==> src/rtl/fp_mul_pkg.sv <==
// rtl/fp_mul_pkg.sv - shared types and constants for the fp32 multiplier round back end
package fp_mul_pkg;

  localparam int SIG_W  = 24;
  localparam int EXPI_W = 10;

  localparam int          FP_BIAS   = 127;
  localparam logic [31:0] FP_QNAN   = 32'h7FC0_0000;
  localparam logic [30:0] FP_MAXFIN = 31'h7F7F_FFFF;
  localparam int          EXP_MAX   = 255;

  typedef enum logic [2:0] {
    RM_RNE = 3'd0,
    RM_RTZ = 3'd1,
    RM_RDN = 3'd2,
    RM_RUP = 3'd3,
    RM_RMM = 3'd4
  } rmode_e;

  // exp carries one extra bit so that in_exp+1 can never wrap
  typedef struct packed {
    logic                  sign;
    logic signed [EXPI_W:0] exp;
    logic [SIG_W-1:0]      sig;
    logic                  g;
    logic                  r;
    logic                  s;
    rmode_e                mode;
    logic                  nan;
    logic                  inf;
    logic                  zero;
  } s1_t;

  function automatic rmode_e decode_mode(input logic [2:0] m);
    case (m)
      3'd1:    return RM_RTZ;
      3'd2:    return RM_RDN;
      3'd3:    return RM_RUP;
      3'd4:    return RM_RMM;
      default: return RM_RNE;
    endcase
  endfunction

endpackage

==> src/rtl/fp_round_incr.sv <==
// rtl/fp_round_incr.sv - round-up decision from mode, sign, lsb and guard/round/sticky
module fp_round_incr
  import fp_mul_pkg::*;
(
  input  rmode_e mode_i,
  input  logic   sign_i,
  input  logic   lsb_i,
  input  logic   g_i,
  input  logic   r_i,
  input  logic   s_i,
  output logic   inc_o
);

  logic any_lost;
  assign any_lost = g_i | r_i | s_i;

  always_comb begin
    inc_o = 1'b0;
    case (mode_i)
      RM_RTZ:  inc_o = 1'b0;
      RM_RDN:  inc_o = sign_i & any_lost;
      RM_RUP:  inc_o = ~sign_i & any_lost;
      RM_RMM:  inc_o = g_i;
      default: inc_o = g_i & (r_i | s_i | lsb_i);
    endcase
  end

endmodule

==> src/rtl/fp_mul_round_stage.sv <==
// rtl/fp_mul_round_stage.sv - two-stage normalise + round/pack back end for the fp32 multiplier
// FP_MUL_SUBNORMAL_EN: produce gradual-underflow subnormals instead of flushing to zero
module fp_mul_round_stage
  import fp_mul_pkg::*;
#(
  parameter int MANT_W = 24,
  parameter int EXP_W  = 10
) (
  input  logic                  clk,
  input  logic                  rst_n,
  input  logic                  in_valid,
  output logic                  in_ready,
  input  logic                  in_sign,
  input  logic [EXP_W-1:0]      in_exp,
  input  logic [2*MANT_W-1:0]   in_mant,
  input  logic                  in_nan,
  input  logic                  in_inf,
  input  logic                  in_zero,
  input  logic [2:0]            r_mode,
  output logic                  out_valid,
  input  logic                  out_ready,
  output logic [31:0]           fp_Z,
  output logic                  ovrf,
  output logic                  udrf,
  output logic                  inexact
);

  localparam logic signed [EXPI_W:0] E_ZERO = '0;
  localparam logic signed [EXPI_W:0] E_MAXV = (EXPI_W+1)'(EXP_MAX);

  s1_t         s1_d, s1_q;
  logic        v1_q, v2_q;
  logic        ready1, ready2;
  logic [31:0] z_d, z_q;
  logic        ovrf_d, ovrf_q, udrf_d, udrf_q, inex_d, inex_q;

  assign ready2   = ~v2_q | out_ready;
  assign ready1   = ~v1_q | ready2;
  assign in_ready = ready1;

  always_comb begin
    s1_d      = '0;
    s1_d.sign = in_sign;
    s1_d.mode = decode_mode(r_mode);
    s1_d.nan  = in_nan;
    s1_d.inf  = in_inf;
    s1_d.zero = in_zero;
    if (in_mant[2*MANT_W-1]) begin
      s1_d.sig = in_mant[2*MANT_W-1 -: MANT_W];
      s1_d.g   = in_mant[MANT_W-1];
      s1_d.r   = in_mant[MANT_W-2];
      s1_d.s   = |in_mant[MANT_W-3:0];
      s1_d.exp = {in_exp[EXP_W-1], in_exp} + {{EXP_W{1'b0}}, 1'b1};
    end else begin
      s1_d.sig = in_mant[2*MANT_W-2 -: MANT_W];
      s1_d.g   = in_mant[MANT_W-2];
      s1_d.r   = in_mant[MANT_W-3];
      s1_d.s   = |in_mant[MANT_W-4:0];
      s1_d.exp = {in_exp[EXP_W-1], in_exp};
    end
  end

  logic signed [EXPI_W:0] e1;
  logic                   tiny;
  logic                   hid, rg, rr, rs, inc, frac_c, to_inf;
  logic [SIG_W-2:0]       rfrac;
  logic [SIG_W-1:0]       fsum;
  logic signed [EXPI_W:0] exp_r;

  assign e1   = s1_q.exp;
  assign tiny = (e1 <= E_ZERO);

`ifdef FP_MUL_SUBNORMAL_EN
  localparam logic signed [EXPI_W:0] E_ONE    = (EXPI_W+1)'(1);
  localparam logic signed [EXPI_W:0] E_SUBLIM = -(EXPI_W+1)'(25);

  logic [5:0]  sh_amt;
  logic [51:0] sh_vec;

  // Below -24 every significand bit lands in sticky; a 26-bit shift does exactly that
  always_comb begin
    sh_amt = (e1 < E_SUBLIM) ? 6'd26 : 6'(E_ONE - e1);
    sh_vec = {s1_q.sig, s1_q.g, s1_q.r, 26'b0} >> sh_amt;
  end
`endif

  always_comb begin
    hid   = s1_q.sig[SIG_W-1];
    rfrac = s1_q.sig[SIG_W-2:0];
    rg    = s1_q.g;
    rr    = s1_q.r;
    rs    = s1_q.s;
`ifdef FP_MUL_SUBNORMAL_EN
    if (tiny) begin
      hid   = sh_vec[51];
      rfrac = sh_vec[50:28];
      rg    = sh_vec[27];
      rr    = sh_vec[26];
      rs    = s1_q.s | (|sh_vec[25:0]);
    end
`endif
  end

  fp_round_incr u_incr (
    .mode_i (s1_q.mode),
    .sign_i (s1_q.sign),
    .lsb_i  (rfrac[0]),
    .g_i    (rg),
    .r_i    (rr),
    .s_i    (rs),
    .inc_o  (inc)
  );

  // A fraction carry either renormalises (hidden set) or promotes a subnormal to min normal
  always_comb begin
    fsum   = {1'b0, rfrac} + {{(SIG_W-1){1'b0}}, inc};
    frac_c = fsum[SIG_W-1];
    exp_r  = e1 + {{EXPI_W{1'b0}}, hid & frac_c};
    to_inf = (s1_q.mode == RM_RNE) || (s1_q.mode == RM_RMM) ||
             ((s1_q.mode == RM_RDN) && s1_q.sign) ||
             ((s1_q.mode == RM_RUP) && !s1_q.sign);

    z_d    = '0;
    ovrf_d = 1'b0;
    udrf_d = 1'b0;
    inex_d = 1'b0;
    if (s1_q.nan) begin
      z_d = FP_QNAN;
    end else if (s1_q.inf) begin
      z_d = {s1_q.sign, 8'hFF, 23'b0};
    end else if (s1_q.zero) begin
      z_d = {s1_q.sign, 31'b0};
    end else if (tiny) begin
`ifdef FP_MUL_SUBNORMAL_EN
      z_d    = {s1_q.sign, 7'b0, hid | frac_c, fsum[SIG_W-2:0]};
      inex_d = rg | rr | rs;
      udrf_d = rg | rr | rs;
`else
      z_d    = {s1_q.sign, 31'b0};
      inex_d = 1'b1;
      udrf_d = 1'b1;
`endif
    end else if (exp_r >= E_MAXV) begin
      ovrf_d = 1'b1;
      inex_d = 1'b1;
      z_d    = to_inf ? {s1_q.sign, 8'hFF, 23'b0} : {s1_q.sign, FP_MAXFIN};
    end else begin
      z_d    = {s1_q.sign, exp_r[7:0], fsum[SIG_W-2:0]};
      inex_d = rg | rr | rs;
    end
  end

  always_ff @(posedge clk or negedge rst_n) begin
    if (!rst_n) begin
      v1_q   <= 1'b0;
      s1_q   <= '0;
      v2_q   <= 1'b0;
      z_q    <= '0;
      ovrf_q <= 1'b0;
      udrf_q <= 1'b0;
      inex_q <= 1'b0;
    end else begin
      if (ready1) begin
        v1_q <= in_valid;
        if (in_valid) s1_q <= s1_d;
      end
      if (ready2) begin
        v2_q <= v1_q;
        if (v1_q) begin
          z_q    <= z_d;
          ovrf_q <= ovrf_d;
          udrf_q <= udrf_d;
          inex_q <= inex_d;
        end
      end
    end
  end

  assign out_valid = v2_q;
  assign fp_Z      = z_q;
  assign ovrf      = ovrf_q;
  assign udrf      = udrf_q;
  assign inexact   = inex_q;

endmodule

==> config.mk <==
export PLATFORM = sky130hd
export DESIGN_NAME = fp_mul_round_stage
export DESIGN_NICKNAME = d
export VERILOG_FILES = /design/src/rtl/fp_mul_pkg.sv /design/src/rtl/fp_round_incr.sv /design/src/rtl/fp_mul_round_stage.sv
export SDC_FILE = /design/constraint.sdc
export NUM_CORES = 1
export LEC_CHECK = 0
export BUFFER_PORTS_ARGS = -buffer_cell sky130_fd_sc_hd__buf_2
export CELL_PAD_IN_SITES_DETAIL_PLACEMENT = 1
export CELL_PAD_IN_SITES_GLOBAL_PLACEMENT = 1
export CORE_UTILIZATION = 33
export DETAILED_ROUTE_END_ITERATION = 16
export PLACE_DENSITY_LB_ADDON = 0.1
export SLEW_MARGIN = 20
export SYNTH_ARGS = -nofsm -noshare
export SYNTH_HDL_FRONTEND = slang
export SYNTH_SLANG_ARGS = --single-unit
==> constraint.sdc <==
create_clock -name clk -period 5.1 [get_ports clk]
set_input_delay 0.255 -clock clk [delete_from_list [all_inputs] [get_ports clk]]
set_output_delay 0.255 -clock clk [all_outputs]
set_load 0.02 [all_outputs]
==> flow_summary.yaml <==
critical_path:
  crit_arrival_ns: 4.76
  slowest_stage: "o31a_1"
  worstSetupStartpointType: "register"
  endpoint_kind: "register"
  worstPathCellList: "nor3b_1 -> ha_1 -> nor3b_1 -> a21oi_1 -> a21oi_1 -> ha_1 -> nand2_1 -> nor2_1 -> nand2_1 -> nor2_1 -> ha_1 -> ha_1 -> nand3_2 -> nor2_1 -> xor2_1 -> a32oi_2 -> o31a_1 -> a22o_1"
  required_ns: 5.32
  slowest_delay_ns: 0.56
  critical_path.max_fanout: 20
  crit_top_cell: "ha_1"
  crit_type: "register to register"
pwr:
  power-per-cell-area_mw_per_mm2: 338
  p_leak_nw: 2.40
  vdd_drop_max_uv: 159
placement:
  gp_congestion: 0.836
  io_buffers: 105
  dpl_worst_slack_ns: 0.515
  dp_hpwl_um: 8740
  dp.cells: 716
  placed_cell_area_sq_mm: 0.00506
sta:
  setup_tns_ns: 0
  tightest_slew_ns: 0.997
  fin_crit_ns: 4.54
  slew_violations: 0
  hold_viol: 81
  setup_violations: 0
  rsz0062_at_grt: "no"
  clock_skew_ns: 0.00512
  fin_ws_ns: 0.558
  slew_headroom: 0.333
  period_share: 0.891
  fmax_ghz: 0.220
  hold_slack_ns: -0.0512
routing:
  viasPerCell: 5.05
  firstDrtPassIters: 4
  wl_per_cell_um: 16.0
  num_vias: 3681
  route.detailed.drc: 0
  antenna_left: 0
  drt_iter0_drc: 120
  routed_wl_um: 11600
grt:
  grt_max_degree: 87
  grt_overflow: 0
  met3_usage: 0.0334
  busiest_layer: "met1"
  grt_pass1_wl_um: 19900
  gr-usage-all-layers: 0.180
  grt_util_met1: 0.272
  antenna_found_initial: 0
  grt_util_met2: 0.250
  grt_pass1_vias: 3792
run_status:
  failed_checks: "hold timing"
  status: "complete, but fails checks"
floorplan:
  die_area_sq_mm: 0.0139
  num_rows: 41
  initial_core_util: 0.344
  fp.dieH_um: 118
  core_sq_mm: 0.0128
  io_pins: 106
  die_width_um: 118
cells_and_area:
  drive_gt1_frac: 0.233
  n_antenna_cell: 0
  final_nets: 630
  syn_to_final_growth_pct: 20.2
  final_area_sq_mm: 0.00531
  fin_cells: 729
clock_network:
  h-tree-depth: 3
  cts_buffers: 9
  ctsHoldBuffers: 0
  clk_latency_ns: 0.34
  cts_setup_buffers: 0
  post_cts_resized: 0
  cts.clk_slew.worst_paths_ns: 0.06
  cts_buffer_depth: 2
  cts-root-buf: "clkbuf_16"
  cts_tree: "built"
  cts_sinks: 82
hold_path:
  hold_class: "input port to asynchronous set/reset pin"
synthesis:
  netlist_instances: 463
  synth_cell_types: 50
  postSynthAreaPerCell_sq_um: 9.54
  synthesis.nets: 538
  ys_seq_area_frac: 0.465
  synth-edff-count: 0
  async_reset_ff_frac: 1.00
  dominantRegCellSynth: "dfrtp_1"
  synth_warnings: 0
  synth_area_sq_mm: 0.00442
  yosys_register_bits: 82
flow_run:
  cap_violations: 0
-- cells by family (layout without fill, tap and decap cells) --
logic type	Yosys count	in the layout	synth area share
fa+ha+maj	6	6	0.0170
mux	31	31	0.0714
buf+inv	33	127	0.0326
xor+xnor	35	35	0.0711
simple gates	160	160	0.174
flops	82	82	0.465
compound gates	116	116	0.169
-- layout by cell type, fill, tap and decap left out, drive strengths merged, types with 4 or more instances in the layout --
master and n:
buf 108, mux2 4, a211oi 5, nand4 11, o21ai 61, nor3 7
a21oi 7, and4 4, nand2b 5, clkbuf 12, nor2 32, xor2 24
nor4 7, nand2 64, a22o 20, ha 6, inv 6, nand3 15
dfrtp 82, o31ai 4, xnor2 11, mux2i 27
-- final cells by class --
class | instances | area (sq um)
fillers | 1540 | 7520
multi-input cells | 348 | 2220
flip-flops and latches | 82 | 2050
repair buffers | 108 | 554
clock buffers | 12 | 236
well taps | 172 | 215
inverters | 6 | 22.5
clock inverters | 1 | 5.00
-- cell usage after synthesis, types with 2 or more instances --
master	n	area (sq um)
a211oi_1	5	37.5
ha_1	6	75.1
buf_2	3	15.0
mux2_2	4	45.0
nand2_1	64	240
and3_1	3	18.8
nor3b_1	3	22.5
nor2_1	32	120
o22ai_1	3	18.8
clkbuf_1	16	60.1
inv_1	6	22.5
xnor2_1	11	96.3
nor4_1	6	37.5
nor3_1	6	30.0
a21oi_1	7	35.0
buf_1	5	18.8
o31ai_1	4	30.0
and2_1	3	18.8
and4_1	4	35.0
a311oi_1	3	26.3
dfrtp_1	82	2050
nand3_1	14	70.1
o21ai_0	61	305
a22o_1	20	175
mux2i_1	27	270
nand4_1	11	68.8
buf_6	2	22.5
a31oi_1	2	12.5
a311o_1	2	20.0
or3_1	2	12.5
xor2_1	23	201
nand2b_1	5	31.3
-- worst max-delay path: cells and delay by family, from the launching register on --
family,cells,cell delay (ns)
simple gates,8,1.46
compound gates,5,1.27
fa+ha+maj,4,0.98
flops,1,0.44
xor+xnor,1,0.27
-- state kept, by name (all words and copies together), names as in the netlist --
name,flops
ovrf,1
udrf,1
inexact,1
hid,1
out_valid,1
fp_Z,32
e1,11
rfrac,23
rg,1
v1_q,1
rs,1
rr,1
s1_q,7
-- per-layer routing --
| metal | share of wire | routed length (um) | vias to the layer above |
|---|---|---|---|
| met3 | 0.040 | 470 | 11 |
| met5 | 0 | 0 | - |
| met1 | 0.54 | 6280 | 1742 |
| met4 | 0.015 | 175 | 0 |
| li1 | - | - | 1844 |
| met2 | 0.40 | 4710 | 84 |
-- worst paths after layout --
check                      startpoint  endpoint  slack [ns]  depth (start not counted)
setup / recovery              s1_q[5]  fp_Z[14]        0.56                         18
hold / removal                  rst_n  fp_Z[25]       -0.05                          1
setup reg to reg              s1_q[5]  fp_Z[14]        0.56                         18
hold reg to reg                   hid       hid        0.48                          2
max in group asynchronous       rst_n     e1[3]        4.63                          1
min in group clk             in_valid      v1_q        0.15                          2
-- metrics by stage --
| stage | power [mW] | utilization |
|---|---|---|
| 5_1_grt | 1.89 | 0.414 |
| 3_5_place_dp | 1.24 | 0.395 |
| 2_1_floorplan | 1.08 | - |
| 6_report | 1.79 | 0.414 |
| 4_1_cts | 1.81 | 0.414 |
| 3_3_place_gp | 1.23 | 0.395 |
-- report_power, final --
part           leakage [nW]  switching (mW)  internal [mW]
Combinational          1.26           0.241          0.156
Clock                 0.118           0.244          0.321
Sequential             1.02          0.0908          0.739
No activity file was read; power rests on OpenSTA's default activity.
